--- src/rtl/imm_gen.sv ---
// imm_gen -- RV32I immediate generator for the decode stage.
//
// Extracts the immediate field of an instruction in the format picked by
// imm_sel and sign- or zero-extends it to XLEN bits. The combinational result
// drives same-cycle ALU/branch logic. A registered copy feeds the
// decode->execute pipeline register.
//
// Build option: when IMMGEN_AUTODECODE_EN is defined, imm_sel==7 derives the
// format from the opcode in instr[6:0]. When it is undefined, imm_sel==7 always
// means "no immediate" and the opcode decoder is not built.
//
// Ports:
//   clk      in   1     rising-edge clock
//   rst      in   1     synchronous active-high reset (clears imm_q, sel_err)
//   instr    in   XLEN  instruction word
//   imm_sel  in   3     0 I, 1 S, 2 B, 3 U, 4 J, 5 SHAMT, 6 ZIMM, 7 AUTO
//   out      out  XLEN  combinational immediate (not affected by rst)
//   imm_q    out  XLEN  out registered one edge later
//   sel_err  out  1     registered pulse: imm_sel==7 resolved to no immediate
module imm_gen #(
  parameter int XLEN = 32
) (
  input  logic            clk,
  input  logic            rst,
  input  logic [XLEN-1:0] instr,
  input  logic [2:0]      imm_sel,
  output logic [XLEN-1:0] out,
  output logic [XLEN-1:0] imm_q,
  output logic            sel_err
);

  if (XLEN != 32) begin : g_xlen_check
    $error("imm_gen: only XLEN=32 is supported");
  end

  typedef enum logic [2:0] {
    FMT_I     = 3'd0,
    FMT_S     = 3'd1,
    FMT_B     = 3'd2,
    FMT_U     = 3'd3,
    FMT_J     = 3'd4,
    FMT_SHAMT = 3'd5,
    FMT_ZIMM  = 3'd6,
    FMT_NONE  = 3'd7
  } fmt_e;

  fmt_e            fmt;
  logic [XLEN-1:0] imm_d;
  logic            sel_err_d;
  logic            sel_err_q;

`ifdef IMMGEN_AUTODECODE_EN
  fmt_e auto_fmt;

  always_comb begin
    auto_fmt = FMT_NONE;
    unique case (instr[6:0])
      7'h03, 7'h67, 7'h73: auto_fmt = FMT_I;
      // OP-IMM shifts (SLLI/SRLI/SRAI) carry a shift amount, not an I immediate.
      7'h13:               auto_fmt = (instr[13:12] == 2'b01) ? FMT_SHAMT : FMT_I;
      7'h23:               auto_fmt = FMT_S;
      7'h63:               auto_fmt = FMT_B;
      7'h37, 7'h17:        auto_fmt = FMT_U;
      7'h6F:               auto_fmt = FMT_J;
      default:             auto_fmt = FMT_NONE;
    endcase
  end
`else
  // Opcode bits only matter to the auto decoder.
  logic unused_opcode;
  assign unused_opcode = ^instr[6:0];
`endif

  always_comb begin
    fmt = fmt_e'(imm_sel);
    if (imm_sel == 3'd7) begin
`ifdef IMMGEN_AUTODECODE_EN
      fmt = auto_fmt;
`else
      fmt = FMT_NONE;
`endif
    end
  end

  // Every signed format extends from instr[31].
  always_comb begin
    out = '0;
    unique case (fmt)
      FMT_I:     out = {{(XLEN-12){instr[31]}}, instr[31:20]};
      FMT_S:     out = {{(XLEN-12){instr[31]}}, instr[31:25], instr[11:7]};
      FMT_B:     out = {{(XLEN-13){instr[31]}}, instr[31], instr[7],
                        instr[30:25], instr[11:8], 1'b0};
      FMT_U:     out = {instr[31:12], 12'b0};
      FMT_J:     out = {{(XLEN-21){instr[31]}}, instr[31], instr[19:12],
                        instr[20], instr[30:21], 1'b0};
      FMT_SHAMT: out = {{(XLEN-5){1'b0}}, instr[24:20]};
      FMT_ZIMM:  out = {{(XLEN-5){1'b0}}, instr[19:15]};
      default:   out = '0;
    endcase
  end

  assign imm_d     = out;
  assign sel_err_d = (imm_sel == 3'd7) && (fmt == FMT_NONE);

  always_ff @(posedge clk) begin
    if (rst) begin
      imm_q     <= '0;
      sel_err_q <= 1'b0;
    end else begin
      imm_q     <= imm_d;
      sel_err_q <= sel_err_d;
    end
  end

  assign sel_err = sel_err_q;

endmodule

--- config.mk ---
export PLATFORM = sky130hd
export DESIGN_NAME = imm_gen
export DESIGN_NICKNAME = d
export VERILOG_FILES = /design/src/rtl/imm_gen.sv
export SDC_FILE = /design/constraint.sdc
export NUM_CORES = 1
export LEC_CHECK = 0
export BUFFER_PORTS_ARGS = -buffer_cell sky130_fd_sc_hd__buf_2
export CAP_MARGIN = 20
export CORE_MARGIN = 5
export CORE_UTILIZATION = 41
export DETAILED_ROUTE_END_ITERATION = 6
export PLACE_DENSITY_LB_ADDON = 0.1
export SYNTH_ARGS = -nofsm -noshare
export SYNTH_HDL_FRONTEND = slang
export SYNTH_SLANG_ARGS = --single-unit
--- constraint.sdc ---
create_clock -name clk -period 1.5 [get_ports clk]
set_clock_uncertainty 0.15 [all_clocks]
set_input_delay 0.075 -clock clk [delete_from_list [all_inputs] [get_ports clk]]
set_output_delay 0.075 -clock clk [all_outputs]
set_load 0.01 [all_outputs]
=== Yosys cells after proc, flatten, opt, wreduce, memory -nomap -nowiden ===
Cells that the tools add are included.

* Input port bits: 37
* Register bits after elaboration: 33
* Logic and storage cells: 14
* Output and inout bits: 65

* Reductions and logical operators: 2
* Multiplexer cells: 2
* Equal/unequal tests: 8

{| class="wikitable"
|+ Operators with widths
! operator !! number
|-
| case mux 32 bit (7 select lines) || 1
|-
| equality test 3 bit, second input constant || 5
|-
| equality test 3 x 2 -> 1 bit, second input constant || 2
|-
| equality test 3 x 1 -> 1 bit, second input constant || 1
|-
| logical NOT 3 bit || 1
|-
| 2-to-1 mux 3 bit || 1
|-
| logical AND 1 bit || 1
|}

=== Depth between registers and ports, before layout ===
Gate-level depths: netlist (run 1).

* Depth after elaboration: 4
* Gate-level depth with buffers: 5
* Gate-level depth less buffers: 3

=== Worst setup path before layout (run 1) ===
Ideal clock, no wire load.

* Kind: input to output
* From: input imm_sel[0]
* To: output out[20]
* Path buffers: 2
* Path slack: 0.319 ns
* Data required time: 1.275 ns
* Stages: 5
* Arrival time: 0.956 ns
* Cell sequence: buf_6 > maj3_2 > nand2b_4 > buf_2 > nand2_1

* Word-level cells in the longest chain between the ends: 4
* Elaborated cells on any way between the ends: 10
* Those cells by class: 7 x eq/ne; 2 x mux; 1 x reduce/logical

{| class="wikitable"
|+ RTL lines
! element !! line !! source
|-
| start, declared || 26 || <nowiki>input logic [2:0] imm_sel,</nowiki>
|-
| equality test 3 bit || 76 || <nowiki>if (imm_sel == 3'd7) begin</nowiki>
|-
| 2-to-1 mux 3 bit (*) || 76 ||
|-
| equality test 3 bit (tied with other cells) || 88 || <nowiki>unique case (fmt)</nowiki>
|-
| case mux 32 bit (7 select lines) (*) || 88 ||
|-
| end, declared || 27 || <nowiki>output logic [XLEN-1:0] out,</nowiki>
|}

Every way passes the cells marked *; elsewhere a longest branch is shown, timed or not.

=== Final worst setup path (run 1) ===
* From: input instr[22]
* To: output out[2]

* Word-level cells in the longest chain between the ends: 1

{| class="wikitable"
|+ RTL lines
! element !! line !! source
|-
| start, declared || 25 || <nowiki>input logic [XLEN-1:0] instr,</nowiki>
|-
| case mux 32 bit (7 select lines) || 88 ||
|}

No other way between the ends.

==> results of run 1 <==
## per-stage QoR
step                      cells  setup slack [ns]  instance area, sq um
after floorplan             180             0.319                  1540
after global placement      313             0.105                  2030
after detailed placement    313            0.0884                  2030
after CTS                   338            0.0400                  2320
after global routing        338           -0.0421                  2360
final                       338            0.0354                  2360
## flip-flops by register name, summed over array words and instances, names as in the netlist
| register | cells |
|---|---|
| imm_q | 32 |
| sel_err | 1 |
## logic make-up (layout without fill, tap and decap cells)
logic type	count (synthesis)	in the layout	synth area share, %
compound gates	59	59	26.2
flops	33	33	42.9
buf+inv	18	128	6.25
fa+ha+maj	1	1	0.731
simple gates	68	68	23.2
mux	1	1	0.731
## final timing paths
| path | from | end | slack [ns] | depth (start not counted) |
|---|---|---|---|---|
| setup / recovery | instr[22] | out[2] | 0.04 | 5 |
| hold / removal | instr[18] | imm_q[3]$_SDFF_PP0_ | 0.008 | 3 |
## cells in the mapped netlist (2+ instances only)
master	count	area [sq um]
a211oi_1	4	30.0
a21oi_1	11	55.1
a21oi_2	9	78.8
a22oi_1	4	30.0
a31oi_1	18	113
and2_1	7	43.8
and2b_1	4	30.0
buf_2	5	25.0
buf_4	2	15.0
buf_6	2	22.5
clkbuf_1	5	18.8
dfxtp_1	33	661
inv_1	2	7.51
nand2_1	31	116
nand3_1	4	20.0
nor2_1	7	26.3
nor2b_1	8	50.1
nor3b_2	2	25.0
o21ai_0	4	20.0
o32ai_1	8	70.1
## layout make-up
type	instances	share of cell area [%]
Multi-Input combinational cell	129	34.9
Timing Repair Buffer	117	29.1
Sequential cell	33	28.0
Clock buffer	7	3.66
Tap cell	48	2.55
Clock inverter	1	1.27
Inverter	3	0.478
## worst max-delay path, stage by stage
cell and delay [ns]:
dlygate4sd3_1 0.53, buf_2 0.16, a22oi_2 0.23, o32ai_2 0.10
buf_2 0.15
## repair_timing
action,4_1_cts,5_1_grt
gates resized for setup,0,7
hold buffers,17,0
hold endpoints to repair,26,0
setup endpoints to repair,0,12
## power groups by stage
stage          clock [mW]  combinational [mW]  sequential, mW
4_1_cts             0.884               0.522           0.939
5_1_grt             0.926               0.589           0.945
3_5_place_dp            0               0.487           0.959
3_3_place_gp            0               0.483           0.959
2_1_floorplan           0               0.250           0.989
6_report            0.856               0.533           0.939
## per-layer routing
layer	up-vias	track usage [%]	share of wire, %
met1	784	23.7	42
li1	863	-	-
met2	76	29.8	47
met3	5	7.71	11
met4	0	5.22	0.85
met5	-	0	0
==> flow_summary_export.csv, run 1 <==
group,metric,value,unit
pwr,seqPwrFrac,40.3,%
critical_path,worstPathArrival,1.24,ns
critical_path,worstSetupStartpointType,"input port",
global_route,grt_max_degree,23,
global_route,grt_pass1_wl,7730,microns
synth,syn_inst,180,
final_layout,seq_area,661,sq um
cts,clock_sinks,33,
final_layout,drive_gt1_share,43.8,%
final_layout,nNetsFinal,326,
synth,synth-seq-cells,33,
pwr,power_frac_comb,22.9,%
die,fp.dieH,71.3,microns
cts,post_cts_buffers,0,
sta,slew_headroom,62.9,%
detailed_routing,ant_nets,0,
synth,synth_area_per_cell,8.56,sq um
final_layout,final_cell_mix,"buf_2, dfxtp_1, nand2_1",
critical_path,path_class,"in -> out",
final_layout,area_delta_synth_final,53.0,%
final_layout,final_util,64.4,%
detailed_routing,first_iter_violations,42,
synth,async_flop_share,0,%
global_route,gr-total-overflow,0,
die,die_x,71.3,microns
pwr,power,2.33,mW
final_layout,multiInputGateArea,822,sq um
synth,synth_nets,217,
synth,yosysSeqAreaShare,42.9,%
sta,setup_tns,0,ns
run,maxCapViolations,0,
detailed_routing,vias,1728,
sta,setup_violations,0,
worst_hold_path,hp-class,"in -> reg",
synth,yosysUniqueCellTypes,30,
sta,rsz0062_at_grt,"true",
detailed_routing,routed_wl,4730,microns
pwr,p_sw,623,uW
sta,period_minus_slack,1.46,ns
detailed_routing,routedWlPerCell,14.0,microns
cts,clk_path_buf_depth,2,
sta,drv_slew,0,
global_route,first_global_vias,1690,
final_layout,fillers,349,
global_route,antenna_found_initial,0,
pwr,netSwitchingFraction,26.7,%
global_route,grt_use_total,18.8,%
pwr,p_clk_share,36.8,%
sta,fmax,683,MHz
sta,finalCritPeriodShare,97.6,%
synth,synth_warnings,0,
status,status,"complete, no violations",
pwr,leakage,1.18,nW
place,io_buffers,94,
critical_path,worstPathMaxFanout,4,
pwr,peakVddDrop,514,uV
critical_path,cp.required,1.27,ns
die,initial_core_util,42.1,%
sta,holdWs,0.00801,ns
die,num_io_pins,102,
cts,cts_tree,"built",
cts,cts_root_buf,"clkbuf_8",
die,die-area,5080,sq um
detailed_routing,viasPerCell,5.11,
cts,clk_pin_slew,0.07,ns
sta,tightestPinTransition,0.555,ns
detailed_routing,drc,0,
synth,synthFlopType,"dfxtp_1",
place,gp_congestion,0.724,
pwr,cellPowerDensity,988,nW/um^2
cts,cts_buffers,5,
cts,htreeDepth,2,
critical_path,end_kind,"output port",
final_layout,n_antenna_cell,0,
place,post-dp-hpwl,3380,microns
sta,hold_viol,0,
detailed_routing,firstDrtPassIters,4,
pwr,p_int,1.71,mW
die,rows,22,
synth,netlist_area,1540,sq um
final_layout,final_common_cell,"buf_2",
synth,synth_edf_count,0,
die,coreArea,3660,sq um
Power figures use the tool's default switching activity.
==> run 2: changes to the inputs <==
==> constraint.sdc (replaced) <==
create_clock -name clk -period 1.43 [get_ports clk]
set_clock_uncertainty 0.15 [all_clocks]
set_input_delay 0.0715 -clock clk [delete_from_list [all_inputs] [get_ports clk]]
set_output_delay 0.0715 -clock clk [all_outputs]
set_load 0.01 [all_outputs]
==> run 2 against run 1 <==
  * Clock power is 4.8% higher
  * Final cell count is 2.7% higher
  * Critical path depth is 2 higher
  * Die area stayed put
  * Largest power group unchanged
  * Count of clock-buffer cells in the layout stayed put
==> flow_summary_export.csv, run 2 (synthesis gave the netlist of run 1 again) <==
group,metric,value,unit
pwr,power,2.49,mW
sta,setup_violations,0,
detailed_routing,wl_met2,2310,microns
sta,rsz0062_at_grt,"true",
final_layout,fin_cells,347,
sta,tightestPinTransition,0.464,ns
global_route,grt_pass1_wl,7700,microns
critical_path,crit_chain,"buf_4, buf_4, nor3b_2, buf_4, a31oi_2, dlygate4sd3_1, a21oi_1",
final_layout,nNetsFinal,335,
detailed_routing,routedWlPerCell,14.3,microns
place,gp_congestion,0.736,
global_route,grt_max_degree,23,
detailed_routing,ant_nets,0,
detailed_routing,vias,1769,
final_layout,seq_area,661,sq um
final_layout,fillers,303,
detailed_routing,viasPerCell,5.10,
final_layout,n_antenna_cell,0,
pwr,leakage,1.24,nW
cts,cts_buffers,5,
die,rows,22,
sta,drv_slew,0,
place,post-dp-hpwl,3350,microns
status,status,"complete, no violations",
detailed_routing,firstDrtPassIters,5,
die,initial_core_util,42.1,%
final_layout,drive_gt1_share,47.8,%
detailed_routing,met1_length,2140,microns
sta,finalCritPeriodShare,99.3,%
global_route,grt_use_total,19.0,%
detailed_routing,first_iter_violations,58,
sta,setup_tns,0,ns
sta,period_minus_slack,1.42,ns
final_layout,area_delta_synth_final,63.1,%
global_route,gr-total-overflow,0,
pwr,peakVddDrop,539,uV
die,fp.dieH,71.3,microns
cts,htreeDepth,2,
cts,cts_root_buf,"clkbuf_8",
final_layout,regMostFlops,"imm_q",
place,io_buffers,94,
cts,clock_sinks,33,
final_layout,final_util,68.6,%
global_route,first_global_vias,1623,
final_layout,final_cell_mix,"buf_2, dfxtp_1, nand2_1",
critical_path,end_kind,"flip-flop",
critical_path,cp_slowest_cell,"dlygate4sd3_1",
die,coreArea,3660,sq um
detailed_routing,wl_met3,454,microns
sta,slew_headroom,69.0,%
final_layout,postLayoutCellArea,2510,sq um
critical_path,cp.required,1.50,ns
critical_path,worst_path_most_repeated_cell,"buf_4",
run,maxCapViolations,0,
cts,cts_tree,"built",
final_layout,multiInputGateArea,866,sq um
final_layout,largest_reg_flops,32,
critical_path,worstPathArrival,1.49,ns
pwr,cellPowerDensity,990,nW/um^2
cts,clk_path_buf_depth,2,
detailed_routing,routed_wl,4960,microns
critical_path,path_class,"in -> reg",
global_route,antenna_found_initial,0,
detailed_routing,routed.top_layer,"met4",
worst_hold_path,hp-class,"in -> reg",
final_layout,final_common_cell,"buf_2",
place,dp.cells,315,
sta,fmax,704,MHz
die,die-area,5080,sq um
detailed_routing,drc,0,
critical_path,worstSetupStartpointType,"input port",
critical_path,max_stage_delay,0.57,ns
die,num_io_pins,102,
place,postPlaceCellArea,2060,sq um
sta,hold_viol,0,
die,die_x,71.3,microns
critical_path,worstPathMaxFanout,12,
cts,clk_pin_slew,0.07,ns
run 2: cell types whose count changed in the layout (fill, tap and decap cells not counted), sizes merged:
cell,change
clkinvlp,+2
inv,-1
clkbuf,+1
clkinv,-1
buf,+5
dlygate4sd3,+3
run 2: final timing paths:
path	from	endpoint	slack, ns	cells past startpoint
max	imm_sel[1]	imm_q[16]$_SDFF_PP0_	0.01	7
min	instr[16]	imm_q[1]$_SDFF_PP0_	0.003	3
run 2: worst max-delay path: cells and delay by family:
family                 cells  cell delay (ns)
buffers and inverters      4             1.06
AND/OR/NAND/NOR            1             0.17
AO/OA/AOI/OAI              2             0.16
run 2: final cells by class:
| type | instances | area share [%] |
|---|---|---|
| clock buffers | 7 | 3.44 |
| clock inverters | 1 | 1.20 |
| inverters | 3 | 0.747 |
| multi-input cells | 129 | 34.5 |
| flip-flops and latches | 33 | 26.3 |
| well taps | 48 | 2.39 |
| repair buffers | 126 | 31.5 |
run 2: per-stage QoR:
stage / setup WS, ns / hold slack [ns]
2_1_floorplan: 0.256 / 0.0432
3_3_place_gp: 0.00885 / 0.157
3_5_place_dp: 0.0234 / 0.161
4_1_cts: 0.0110 / -0.0150
5_1_grt: -0.0359 / 0.0194
6_report: 0.00979 / 0.00258
run 2: per-layer routing:
metal / GRT usage, % / up-vias
li1: - / 884
met1: 25.1 / 801
met2: 29.6 / 78
met3: 6.03 / 6
met4: 6.05 / 0
met5: 0 / -
run 2: report_power, final:
| group | total, mW | internal, mW | switching, mW |
|---|---|---|---|
| Sequential | 0.985 | 0.974 | 0.0111 |
| Combinational | 0.606 | 0.277 | 0.329 |
| Clock | 0.897 | 0.568 | 0.329 |
| Total | 2.49 | 1.82 | 0.670 |
run 2: timing repair:
action / in CTS / in global routing
gates resized for setup: 0 / 22
hold buffers: 19 / 1
endpoints found under the hold margin: 28 / 1
endpoints found under the setup margin: 0 / 10
setup buffers: 0 / 4
==> run 3: changes to the inputs <==
--- a/config.mk
+++ b/config.mk
@@ -5,10 +5,11 @@
 export SDC_FILE = /design/constraint.sdc
 export NUM_CORES = 1
 export LEC_CHECK = 0
+export ABC_AREA = 1
 export BUFFER_PORTS_ARGS = -buffer_cell sky130_fd_sc_hd__buf_2
 export CAP_MARGIN = 20
 export CORE_MARGIN = 5
-export CORE_UTILIZATION = 41
+export CORE_UTILIZATION = 37
 export DETAILED_ROUTE_END_ITERATION = 6
 export PLACE_DENSITY_LB_ADDON = 0.1
 export SYNTH_ARGS = -nofsm -noshare
==> constraint.sdc (replaced) <==
create_clock -name clk -period 1.3 [get_ports clk]
set_clock_uncertainty 0.15 [all_clocks]
set_input_delay 0.065 -clock clk [delete_from_list [all_inputs] [get_ports clk]]
set_output_delay 0.065 -clock clk [all_outputs]
set_load 0.01 [all_outputs]
==> run 3 against run 2 <==
  * The run now ends with hold timing left
  * Synthesized cell count grew 17%
  * Final area shrank 5.1%
  * Largest cell class is now buffers
  * Highest routed layer unchanged
  * Global-route usage shrank 2.1 points
  * Sequential power grew 9.6%
  * Worst setup slack gained 0.026 ns
  * Largest power group unchanged
  * Count of clock-buffer cells in the layout is the same
  * Synthesized area shrank 5.2%
  * Hold slack lost 0.052 ns
  * Core utilization shrank 4.9 points
  * Via count shrank 6.8%
==> flow_summary_export.csv, run 3 <==
group,metric,value,unit
sta,setup_violations,0,
die,num_io_pins,102,
critical_path,worstPathArrival,1.05,ns
pwr,seqPwrFrac,44.0,%
detailed_routing,routedWlPerCell,11.8,microns
sta,hold_viol,8,
sta,rsz0062_at_grt,"true",
sta,fmax,791,MHz
synth,yosysSeqAreaShare,45.2,%
synth,yosys.area.top_type,"dfxtp_1",
global_route,grt_pass1_wl,6870,microns
detailed_routing,vias,1648,
global_route,grt_max_degree,20,
place,post-dp-hpwl,3360,microns
final_layout,final_common_cell,"buf_2",
die,initial_core_util,39.0,%
cts,clk_pin_slew,0.06,ns
critical_path,worst-path-buf-inv,3,
synth,synthFlopType,"dfxtp_1",
die,die-area,5300,sq um
place,dp.cells,354,
die,die_x,72.8,microns
sta,drv_slew,0,
sta,setup_tns,0,ns
final_layout,regMostFlops,"imm_q",
worst_hold_path,hp-class,"in -> reg",
global_route,first_global_vias,1560,
cts,clk_path_buf_depth,2,
final_layout,final_cell_mix,"buf_2, nand2_1, inv_1",
critical_path,worst_path_most_repeated_cell,"buf_2",
final_layout,largest_reg_flops,32,
status,status,"finished, violations left",
die,rows,22,
pwr,peakVddDrop,531,uV
die,coreArea,3740,sq um
cts,cts_tree,"built",
synth,synth_warnings,0,
pwr,p_int,1.76,mW
critical_path,cp.required,1.09,ns
sta,period_minus_slack,1.26,ns
place,postPlaceCellArea,2000,sq um
critical_path,cp_slowest_cell,"dlygate4sd3_1",
detailed_routing,drc,0,
critical_path,cpLargestDelayFamily,"buffers and inverters",
status,violations,"hold timing",
die,fp.dieH,72.8,microns
synth,synth-seq-cells,33,
synth,async_flop_share,0,%
sta,holdWs,-0.0494,ns
critical_path,worstSetupStartpointType,"input port",
critical_path,end_kind,"output port",
cts,htreeDepth,2,
final_layout,n_antenna_cell,0,
synth,synth_top_area_share,45.2,%
place,gp_congestion,0.737,
cts,cts_root_buf,"clkbuf_8",
detailed_routing,routed_wl,4530,microns
final_layout,area_delta_synth_final,63.3,%
pwr,netSwitchingFraction,28.5,%
global_route,grt_use_total,16.9,%
critical_path,crit_chain,"dlygate4sd3_1, buf_2, nand2_1, nand3_2, buf_2",
synth,syn_inst,211,
synth,synth_nets,248,
global_route,gr-total-overflow,0,
pwr,leakage,1.56,nW
synth,netlist_area,1460,sq um
critical_path,max_stage_delay,0.54,ns
detailed_routing,firstDrtPassIters,4,
sta,finalCritPeriodShare,97.3,%
final_layout,fin_cells,382,
sta,tightestPinTransition,0.271,ns
synth,synth_edf_count,0,
pwr,cellPowerDensity,1030,nW/um^2
critical_path,path_class,"in -> out",
pwr,p_clk_share,31.0,%
critical_path,worstPathMaxFanout,2,
synth,synth_top_cells_by_area,"dfxtp_1, nand2_1, inv_1, nand3_2, nor2_1",
final_layout,drive_gt1_share,41.9,%
synth,synth_area_per_cell,6.92,sq um
sta,slew_headroom,81.9,%
final_layout,nNetsFinal,371,
final_layout,postLayoutCellArea,2380,sq um
run,maxCapViolations,0,
detailed_routing,first_iter_violations,52,
cts,clock_sinks,33,
global_route,antenna_found_initial,0,
cts,cts_buffers,5,
pwr,power,2.47,mW
detailed_routing,viasPerCell,4.31,
synth,synth_most_common_cell,"nand2_1",
synth,synthTopCellsByCount,"nand2_1, inv_1, dfxtp_1",
pwr,power_frac_comb,25.0,%
place,io_buffers,94,
synth,yosysUniqueCellTypes,17,
final_layout,fillers,355,
detailed_routing,ant_nets,0,
pwr,p_sw,702,uW
-- run 3: power groups by stage --
stage	clock, mW	combinational [mW]	sequential [mW]
final	0.765	0.617	1.08
after floorplan	0	0.248	1.14
after global placement	0	0.527	1.10
after CTS	0.799	0.575	1.08
after detailed placement	0	0.528	1.11
after global routing	0.838	0.682	1.09
-- run 3: layout make-up --
| type | count | area (sq um) | share of cell area [%] |
|---|---|---|---|
| multi-input combinational | 133 | 663 | 27.8 |
| tap | 48 | 60.1 | 2.52 |
| sequential | 33 | 661 | 27.7 |
| inverter | 38 | 143 | 5.98 |
| timing repair buffer | 123 | 772 | 32.4 |
| clock buffer | 7 | 86.3 | 3.62 |
-- run 3: final timing paths --
kind	from	end	slack, ns	depth (start not counted)
worst max-delay path	instr[29]	out[29]	0.04	5
worst min-delay path	instr[16]	imm_q[16]$_SDFF_PP0_	-0.05	5
-- run 3: worst min-delay path, delay by kind of cell --
family        cells  cell delay (ns)
buf+inv           2             0.13
simple gates      3             0.16
-- run 3: cells by family (layout without fill, tap and decap cells) --
kind of cell           after synthesis  count (layout)  synth area share, %
AND/OR/NAND/NOR                    131             131                 40.4
buffers and inverters               45             168                 13.3
flip-flops                          33              33                 45.2
AO/OA/AOI/OAI                        2               2                 1.11
-- run 3: repair_timing --
item / 4_1_cts / 5_1_grt
hold buffers: 17 / 2
buffers inserted: 0 / 3
pin swaps: 0 / 7
setup endpoints to repair: 9 / 26
endpoints found under the hold margin: 32 / 3
gates cloned: 0 / 0
gates resized for setup: 3 / 24
-- run 3: metrics by stage --
step           util, %  setup WS [ns]
2_1_floorplan        -          0.295
3_3_place_gp      53.4        -0.0243
3_5_place_dp      53.4        -0.0388
4_1_cts           60.6       -0.00904
5_1_grt           63.7        -0.0259
6_report          63.7         0.0357
-- run 3: metal layers --
layer  share of wire [%]  GRT usage, %
met5                   0             0
met4                 1.0          4.92
met3                 8.7          5.65
met2                  50          29.5
met1                  40          19.6
